==> config.mk <==
export PLATFORM = sky130hd
export DESIGN_NAME = project_mux_ctrl
export DESIGN_NICKNAME = d
export VERILOG_FILES = /design/src/rtl/project_mux_pkg.sv /design/src/rtl/project_mux_regs.sv /design/src/rtl/project_mux_ctrl.sv
export SDC_FILE = /design/constraint.sdc
export NUM_CORES = 1
export LEC_CHECK = 0
export ABC_AREA = 1
export CAP_MARGIN = 25
export CORE_AREA = 2 2 324 326
export DETAILED_ROUTE_END_ITERATION = 16
export DIE_AREA = 0 0 326 328
export HOLD_SLACK_MARGIN = 0.15
export PLACE_DENSITY = 0.3
export SETUP_SLACK_MARGIN = 0.1
export SYNTH_ARGS = -nofsm -noshare
export SYNTH_HDL_FRONTEND = slang
export SYNTH_SLANG_ARGS = --single-unit
==> constraint.sdc <==
create_clock -name wb_clk_i -period 2.7 [get_ports wb_clk_i]
set_input_delay 0.81 -clock wb_clk_i [delete_from_list [all_inputs] [get_ports wb_clk_i]]
set_output_delay 0.81 -clock wb_clk_i [all_outputs]
set_load 0.03 [all_outputs]
==> src/rtl/project_mux_pkg.sv <==
// Shared definitions for the user-area project selector: register map, STATUS layout, FSM states.
// Latency: n/a (definitions only).
// Backpressure: n/a.
package project_mux_pkg;

    // Register offsets within the 256-byte bank
    localparam logic [7:0] OFF_ACTIVE = 8'h00;
    localparam logic [7:0] OFF_OEB_LO = 8'h04;
    localparam logic [7:0] OFF_OEB_HI = 8'h08;
    localparam logic [7:0] OFF_STATUS = 8'h0C;

    // STATUS register layout: [7:0] current active project
    localparam int ST_BIT_SWITCHING = 8;
    localparam int ST_BIT_RANGE     = 9;
    localparam int STATUS_W         = 10;

    // Break-before-make sequencing
    typedef enum logic {
        ST_RUN   = 1'b0,
        ST_DRAIN = 1'b1
    } state_t;

    // Replace only the byte lanes whose select bit is set
    function automatic logic [31:0] byte_merge(input logic [31:0] old_val,
                                               input logic [31:0] new_val,
                                               input logic [3:0]  sel);
        logic [31:0] res;
        res = old_val;
        for (int b = 0; b < 4; b++) begin
            if (sel[b]) res[b*8 +: 8] = new_val[b*8 +: 8];
        end
        return res;
    endfunction

endpackage

==> src/rtl/project_mux_regs.sv <==
// Wishbone slave for the selector register bank: decode, byte-lane writes, readback.
// Latency: ack and read data registered, one cycle after a valid in-bank request.
// Backpressure: none; ack is a one-cycle pulse, a held request re-acks every other cycle.
module project_mux_regs
    import project_mux_pkg::*;
#(
    parameter int          IO_PADS   = 38,
    parameter logic [31:0] BASE_ADDR = 32'h3000_0000
) (
    input  logic                clk,
    input  logic                reset_n,
    input  logic                wbs_stb_i,
    input  logic                wbs_cyc_i,
    input  logic                wbs_we_i,
    input  logic [3:0]          wbs_sel_i,
    input  logic [31:0]         wbs_adr_i,
    input  logic [31:0]         wbs_dat_i,
    output logic                wbs_ack_o,
    output logic [31:0]         wbs_dat_o,
    input  logic [STATUS_W-1:0] status,
    output logic [IO_PADS-1:0]  oeb_reg,
    output logic                act_wr,
    output logic [7:0]          act_wr_dat
);

    localparam int HI_W = IO_PADS - 32;

    logic             valid;
    logic             in_bank;
    logic             accept;
    logic [7:0]       off;
    logic [7:0]       active_req;
    logic [31:0]      oeb_lo;
    logic [HI_W-1:0]  oeb_hi;
    logic [31:0]      rd_val;
    logic [31:0]      lo_merged;
    logic [31:0]      hi_merged;

    assign valid     = wbs_cyc_i & wbs_stb_i;
    assign in_bank   = (wbs_adr_i[31:8] == BASE_ADDR[31:8]);
    // A request already being acked is not accepted again until ack drops
    assign accept    = valid & in_bank & ~wbs_ack_o;
    assign off       = wbs_adr_i[7:0];
    assign lo_merged = byte_merge(oeb_lo, wbs_dat_i, wbs_sel_i);
    assign hi_merged = byte_merge(32'(oeb_hi), wbs_dat_i, wbs_sel_i);

    // The FSM sees the ACTIVE write on the same edge the register captures it
    assign act_wr     = accept & wbs_we_i & wbs_sel_i[0] & (off == OFF_ACTIVE);
    assign act_wr_dat = wbs_dat_i[7:0];
    assign oeb_reg    = {oeb_hi, oeb_lo};

    // Readback mux; unmapped offsets read as zero
    always_comb begin
        rd_val = '0;
        case (off)
            OFF_ACTIVE: rd_val = {24'd0, active_req};
            OFF_OEB_LO: rd_val = oeb_lo;
            OFF_OEB_HI: rd_val = 32'(oeb_hi);
            OFF_STATUS: rd_val = 32'(status);
            default:    rd_val = '0;
        endcase
    end

    // Ack/readback pipeline and byte-lane register writes
    always_ff @(posedge clk) begin
        if (!reset_n) begin
            wbs_ack_o  <= 1'b0;
            wbs_dat_o  <= '0;
            active_req <= '0;
            oeb_lo     <= '1;
            oeb_hi     <= '1;
        end else begin
            wbs_ack_o <= accept;
            wbs_dat_o <= (accept && !wbs_we_i) ? rd_val : '0;
            if (accept && wbs_we_i) begin
                case (off)
                    OFF_ACTIVE: if (wbs_sel_i[0]) active_req <= wbs_dat_i[7:0];
                    OFF_OEB_LO: oeb_lo <= lo_merged;
                    OFF_OEB_HI: oeb_hi <= hi_merged[HI_W-1:0];
                    default:    ;
                endcase
            end
        end
    end

endmodule

==> src/rtl/project_mux_ctrl.sv <==
// Routes user-area pads to one selected project; break-before-make on every project change.
// Latency: pad routing combinational from registered state; switch completes SWITCH_GAP cycles after the write.
// Backpressure: none; a new selection during a switch restarts the blanking window.
module project_mux_ctrl
    import project_mux_pkg::*;
#(
    parameter int          NUM_PROJECTS = 8,
    parameter int          IO_PADS      = 38,
    parameter logic [31:0] BASE_ADDR    = 32'h3000_0000,
    parameter int          SWITCH_GAP   = 4
) (
    input  logic                            wb_clk_i,
    input  logic                            wb_rstn_i,
    input  logic                            wbs_stb_i,
    input  logic                            wbs_cyc_i,
    input  logic                            wbs_we_i,
    input  logic [3:0]                      wbs_sel_i,
    input  logic [31:0]                     wbs_adr_i,
    input  logic [31:0]                     wbs_dat_i,
    output logic                            wbs_ack_o,
    output logic [31:0]                     wbs_dat_o,
    input  logic [IO_PADS-1:0]              io_in,
    output logic [IO_PADS-1:0]              io_out,
    output logic [IO_PADS-1:0]              io_oeb,
    input  logic [NUM_PROJECTS*IO_PADS-1:0] proj_io_out,
    output logic [NUM_PROJECTS*IO_PADS-1:0] proj_io_in,
    output logic [NUM_PROJECTS-1:0]         proj_rst_o
);

    localparam int             CNT_W    = $clog2(SWITCH_GAP + 1);
    localparam logic [CNT_W-1:0] CNT_LOAD = CNT_W'(SWITCH_GAP - 1);

    state_t                 state;
    logic [7:0]             active;
    logic [7:0]             pending;
    logic [CNT_W-1:0]       cnt;
    logic                   rst_hold;
    logic                   act_wr;
    logic [7:0]             act_wr_dat;
    logic [IO_PADS-1:0]     oeb_reg;
    logic [STATUS_W-1:0]    status;
    logic                   in_range;
    logic                   run_ok;

    assign in_range = (32'(active) < NUM_PROJECTS);
    assign run_ok   = (state == ST_RUN) && in_range;

    always_comb begin
        status                   = '0;
        status[7:0]              = active;
        status[ST_BIT_SWITCHING] = (state == ST_DRAIN);
        status[ST_BIT_RANGE]     = ~in_range;
    end

    project_mux_regs #(
        .IO_PADS   (IO_PADS),
        .BASE_ADDR (BASE_ADDR)
    ) u_regs (
        .clk        (wb_clk_i),
        .reset_n    (wb_rstn_i),
        .wbs_stb_i  (wbs_stb_i),
        .wbs_cyc_i  (wbs_cyc_i),
        .wbs_we_i   (wbs_we_i),
        .wbs_sel_i  (wbs_sel_i),
        .wbs_adr_i  (wbs_adr_i),
        .wbs_dat_i  (wbs_dat_i),
        .wbs_ack_o  (wbs_ack_o),
        .wbs_dat_o  (wbs_dat_o),
        .status     (status),
        .oeb_reg    (oeb_reg),
        .act_wr     (act_wr),
        .act_wr_dat (act_wr_dat)
    );

    // Switch sequencer: a new selection (or any selection while draining) restarts the gap
    always_ff @(posedge wb_clk_i) begin
        if (!wb_rstn_i) begin
            state   <= ST_RUN;
            active  <= '0;
            pending <= '0;
            cnt     <= '0;
        end else if (act_wr && (state == ST_DRAIN || act_wr_dat != active)) begin
            state   <= ST_DRAIN;
            pending <= act_wr_dat;
            cnt     <= CNT_LOAD;
        end else if (state == ST_DRAIN) begin
            if (cnt == '0) begin
                active <= pending;
                state  <= ST_RUN;
            end else begin
                cnt <= cnt - 1'b1;
            end
        end
    end

    // Keeps every project in reset for one cycle after reset is released
    always_ff @(posedge wb_clk_i) begin
        if (!wb_rstn_i) rst_hold <= 1'b1;
        else            rst_hold <= 1'b0;
    end

    // Pad routing: only the active, in-range project sees pads while running
    always_comb begin
        io_out     = '0;
        io_oeb     = '1;
        proj_io_in = '0;
        proj_rst_o = '1;
        if (run_ok) begin
            io_oeb = oeb_reg;
            for (int k = 0; k < NUM_PROJECTS; k++) begin
                if (active == 8'(k)) begin
                    io_out                        = proj_io_out[k*IO_PADS +: IO_PADS];
                    proj_io_in[k*IO_PADS +: IO_PADS] = io_in;
                    proj_rst_o[k]                 = 1'b0;
                end
            end
        end
        if (!wb_rstn_i || rst_hold) proj_rst_o = '1;
    end

endmodule

==> flow_summary.yaml <==
outcome:
  status: "complete, but fails checks"
  failed_checks: "negative setup slack"
detailed_routing:
  wl_mm: 86.7
  vias: 14300
  post_drt_wl_per_cell_um: 22.1
  dr.first_iter.drc_count: 775
  drcViolationCount: 0
  drt_pass1_iterations: 5
  viasPerCell: 3.63
  antenna_left: 0
clock_network:
  cts_tree: "done"
  cts_root_buffer: "clkbuf_16"
  numCtsBuffers: 9
  htree_levels: 3
  clk_pin_slew_worst_paths_ps: 70
  cts.path.max_buffers: 2
  hold_buffers: 0
  cts_num_sinks: 100
  clk_latency_ps: 370
yosys:
  syn_nets: 1962
  synth_edf_count: 0
  ys_types: 38
  syn_area_um2: 8400
  synth_seq_area_share_pct: 23.8
  synth_ff_type: "dfxtp_1"
  yosys.cell_count.top_type: "nor2_1"
  synth-seq-cells: 100
  netlist_top_cells_area: "dfxtp_1 (24%), nor2_1 (18%), nand2_1 (16%)"
  synth_area_per_cell_um2: 5.44
  synth_top_area_share_pct: 23.8
  netlist_instances: 1545
  synth_warnings: 0
  ys_top_cells_by_count: "nor2_1 (396), nand2_1 (360), inv_1 (145), nand3_1 (110), dfxtp_1 (100)"
  synth_largest_area_cell: "dfxtp_1"
  ys_async_sr_fraction_pct: 0
floorplan:
  die_y_um: 328
  start_util_pct: 8.14
  rows: 118
  die_w_um: 326
  core_area_um2: 103000
  ios: 836
  die-area_um2: 107000
sta:
  final_hold_viol_count: 0
  fin_skew_ps: 11.1
  drv_slew: 0
  period_minus_slack_ps: 3070
  period_share_pct: 114
  setup_ws_ps: -368
  max_freq_mhz: 326
  worst_slew_pin_slew_ps: 647
  setup_viol: 370
  slew-limit-headroom_pct: 56.8
  rsz0062_at_grt: "true"
power:
  p_per_area_nw_per_um2: 191
  power.leakage_uw: 0.0101
  power_uw: 4340
  switchingPower_uw: 1190
  ir_drop_uv: 300
  p_clk_share_pct: 35.5
  p_seq_share_pct: 34.0
  combPwrFrac_pct: 30.5
  internal_power_uw: 3150
  p_sw_share_pct: 27.4
worst_setup_path:
  crit_path_top_delay_cell: "dfxtp_2"
  cp_cell_sequence: "nor2_4, nand2_4, buf_12, nor2_4, buf_12, buf_12, buf_12, nand2_1, nand2_1, a21oi_2, nand3_1, nor2_1, o21ai_1, buf_4"
  r2r_slack_ps: 920
  crit_type: "register to primary output"
  critPathLaunchType: "register"
  cp.required_ps: 1890
  critPathMaxFanout: 6
  arrival_ps: 2260
  worst_path_most_repeated_cell: "buf_12"
  max_stage_delay_ps: 330
  cp-end-kind: "primary output"
placed_design:
  place_area_um2: 19100
  hpwlAfterDp_mm: 66.4
  gp_congestion: 0.905
  numPortBuffers: 835
global_route:
  grt_pass1_vias: 14300
  grt_max_degree: 42
  grt_overflow: 0
  grt_use_total_pct: 14.9
  grt_pass1_wl_mm: 114
  antenna_found_initial: 20
hold_path:
  min_path_type: "register to register"
final_layout:
  drive_gt1_share_pct: 37.6
  nets: 2950
  syn2layout_area_growth_pct: 171
  final_area_um2: 22700
  fillCellCount: 11600
  fin_util_pct: 22.0
run:
  cap_violations: 0
==> worst paths after layout <==
kind                              from              endpoint  cells past startpoint
setup / recovery             active[7]             io_out[7]                     14
hold / removal    u_regs.active_req[6]  u_regs.active_req[6]                      2
setup reg to reg             active[3]             active[4]                     13
hold reg to reg   u_regs.active_req[6]  u_regs.active_req[6]                      2
==> through the flow <==
stage	setup slack [ps]	TNS, ps	cells	hold WS, ps
final	-368	-84230	3926	453
after global routing	-516	-133020	3924	479
after CTS	-434	-102980	3893	453
after detailed placement	-549	-18350	3818	442
after global placement	-602	-20100	3818	438
after floorplan	107	0	1545	424
==> cell usage in the layout (no fill, tap or decap), types with 9 or more instances in the layout <==
cell,n
buf_6,123
o22ai_1,11
a21oi_2,24
o21ai_0,33
nand3_1,85
diode_2,9
o21ai_2,14
nand2_4,19
o211ai_1,13
buf_16,13
nand4_1,35
nand2_2,39
nor2_2,45
a21oi_1,65
buf_4,386
o21ai_1,30
dfxtp_1,92
buf_12,84
clkbuf_16,20
nand2_1,301
inv_1,135
nand3_2,17
nor2_4,93
nor2_1,289
clkdlybuf4s50_1,446
nor3_1,31
==> layer usage <==
| metal | share of wire [%] | track usage (%) | wire [µm] | up-vias |
|---|---|---|---|---|
| met5 | 0.047 | 0 | 41 | - |
| met4 | 1.2 | 2.45 | 1060 | 6 |
| met3 | 5.5 | 2.51 | 4800 | 61 |
| met2 | 52 | 27.6 | 45000 | 542 |
| met1 | 41 | 18.1 | 35800 | 6794 |
| li1 | - | - | - | 6866 |
==> state kept, by name, summed over array words and instances (netlist names) <==
register	cells
u_regs.wbs_dat_o	32
state	1
u_regs.active_req	8
cnt	3
pending	8
u_regs.oeb_hi	6
u_regs.oeb_lo	32
active	8
rst_hold	1
u_regs.wbs_ack_o	1
==> worst max-delay path: cells and delay by family (launching register included) <==
family / cells / cell delay [ps]
AO/OA/AOI/OAI: 2 / 190
buffers and inverters: 5 / 750
flip-flops: 1 / 330
AND/OR/NAND/NOR: 7 / 610
==> what timing repair did <==
| item | CTS | global route |
|---|---|---|
| buffers inserted | 43 | 16 |
| pin swaps | 36 | 69 |
| resized for setup | 378 | 295 |
| setup endpoints to repair | 388 | 405 |
| gates cloned | 17 | 13 |
==> cell families after synthesis <==
logic type                 synth area share (%)
DFF                                        23.8
AOI/OAI and AO/OA                          13.1
xor gates and xnor gates                  0.209
adders and majority gates                 0.298
and+or+nand+nor                            48.7
buffers and inverters                      13.7
muxes                                     0.134
==> power by group through the flow <==
| stage | Clock, µW | Combinational (µW) | Sequential (µW) |
|---|---|---|---|
| final | 1540 | 1330 | 1470 |
| after global routing | 1680 | 1400 | 1470 |
| after CTS | 1620 | 1280 | 1470 |
| after detailed placement | 0 | 1230 | 1510 |
| after global placement | 0 | 1230 | 1510 |
| after floorplan | 0 | 325 | 1510 |
==> area by class of cell <==
cell class / count / area (µm²) / share of cell area (%)
Antenna cell: 9 / 22.5 / 0.0990
Multi-Input combinational cell: 1185 / 6630 / 29.2
Timing Repair Buffer: 1080 / 11300 / 49.8
Sequential cell: 100 / 2010 / 8.85
Tap cell: 1380 / 1730 / 7.59
Clock buffer: 11 / 243 / 1.07
Inverter: 157 / 694 / 3.05
Clock inverter: 4 / 97.6 / 0.429
Power figures use the tool's default switching activity.
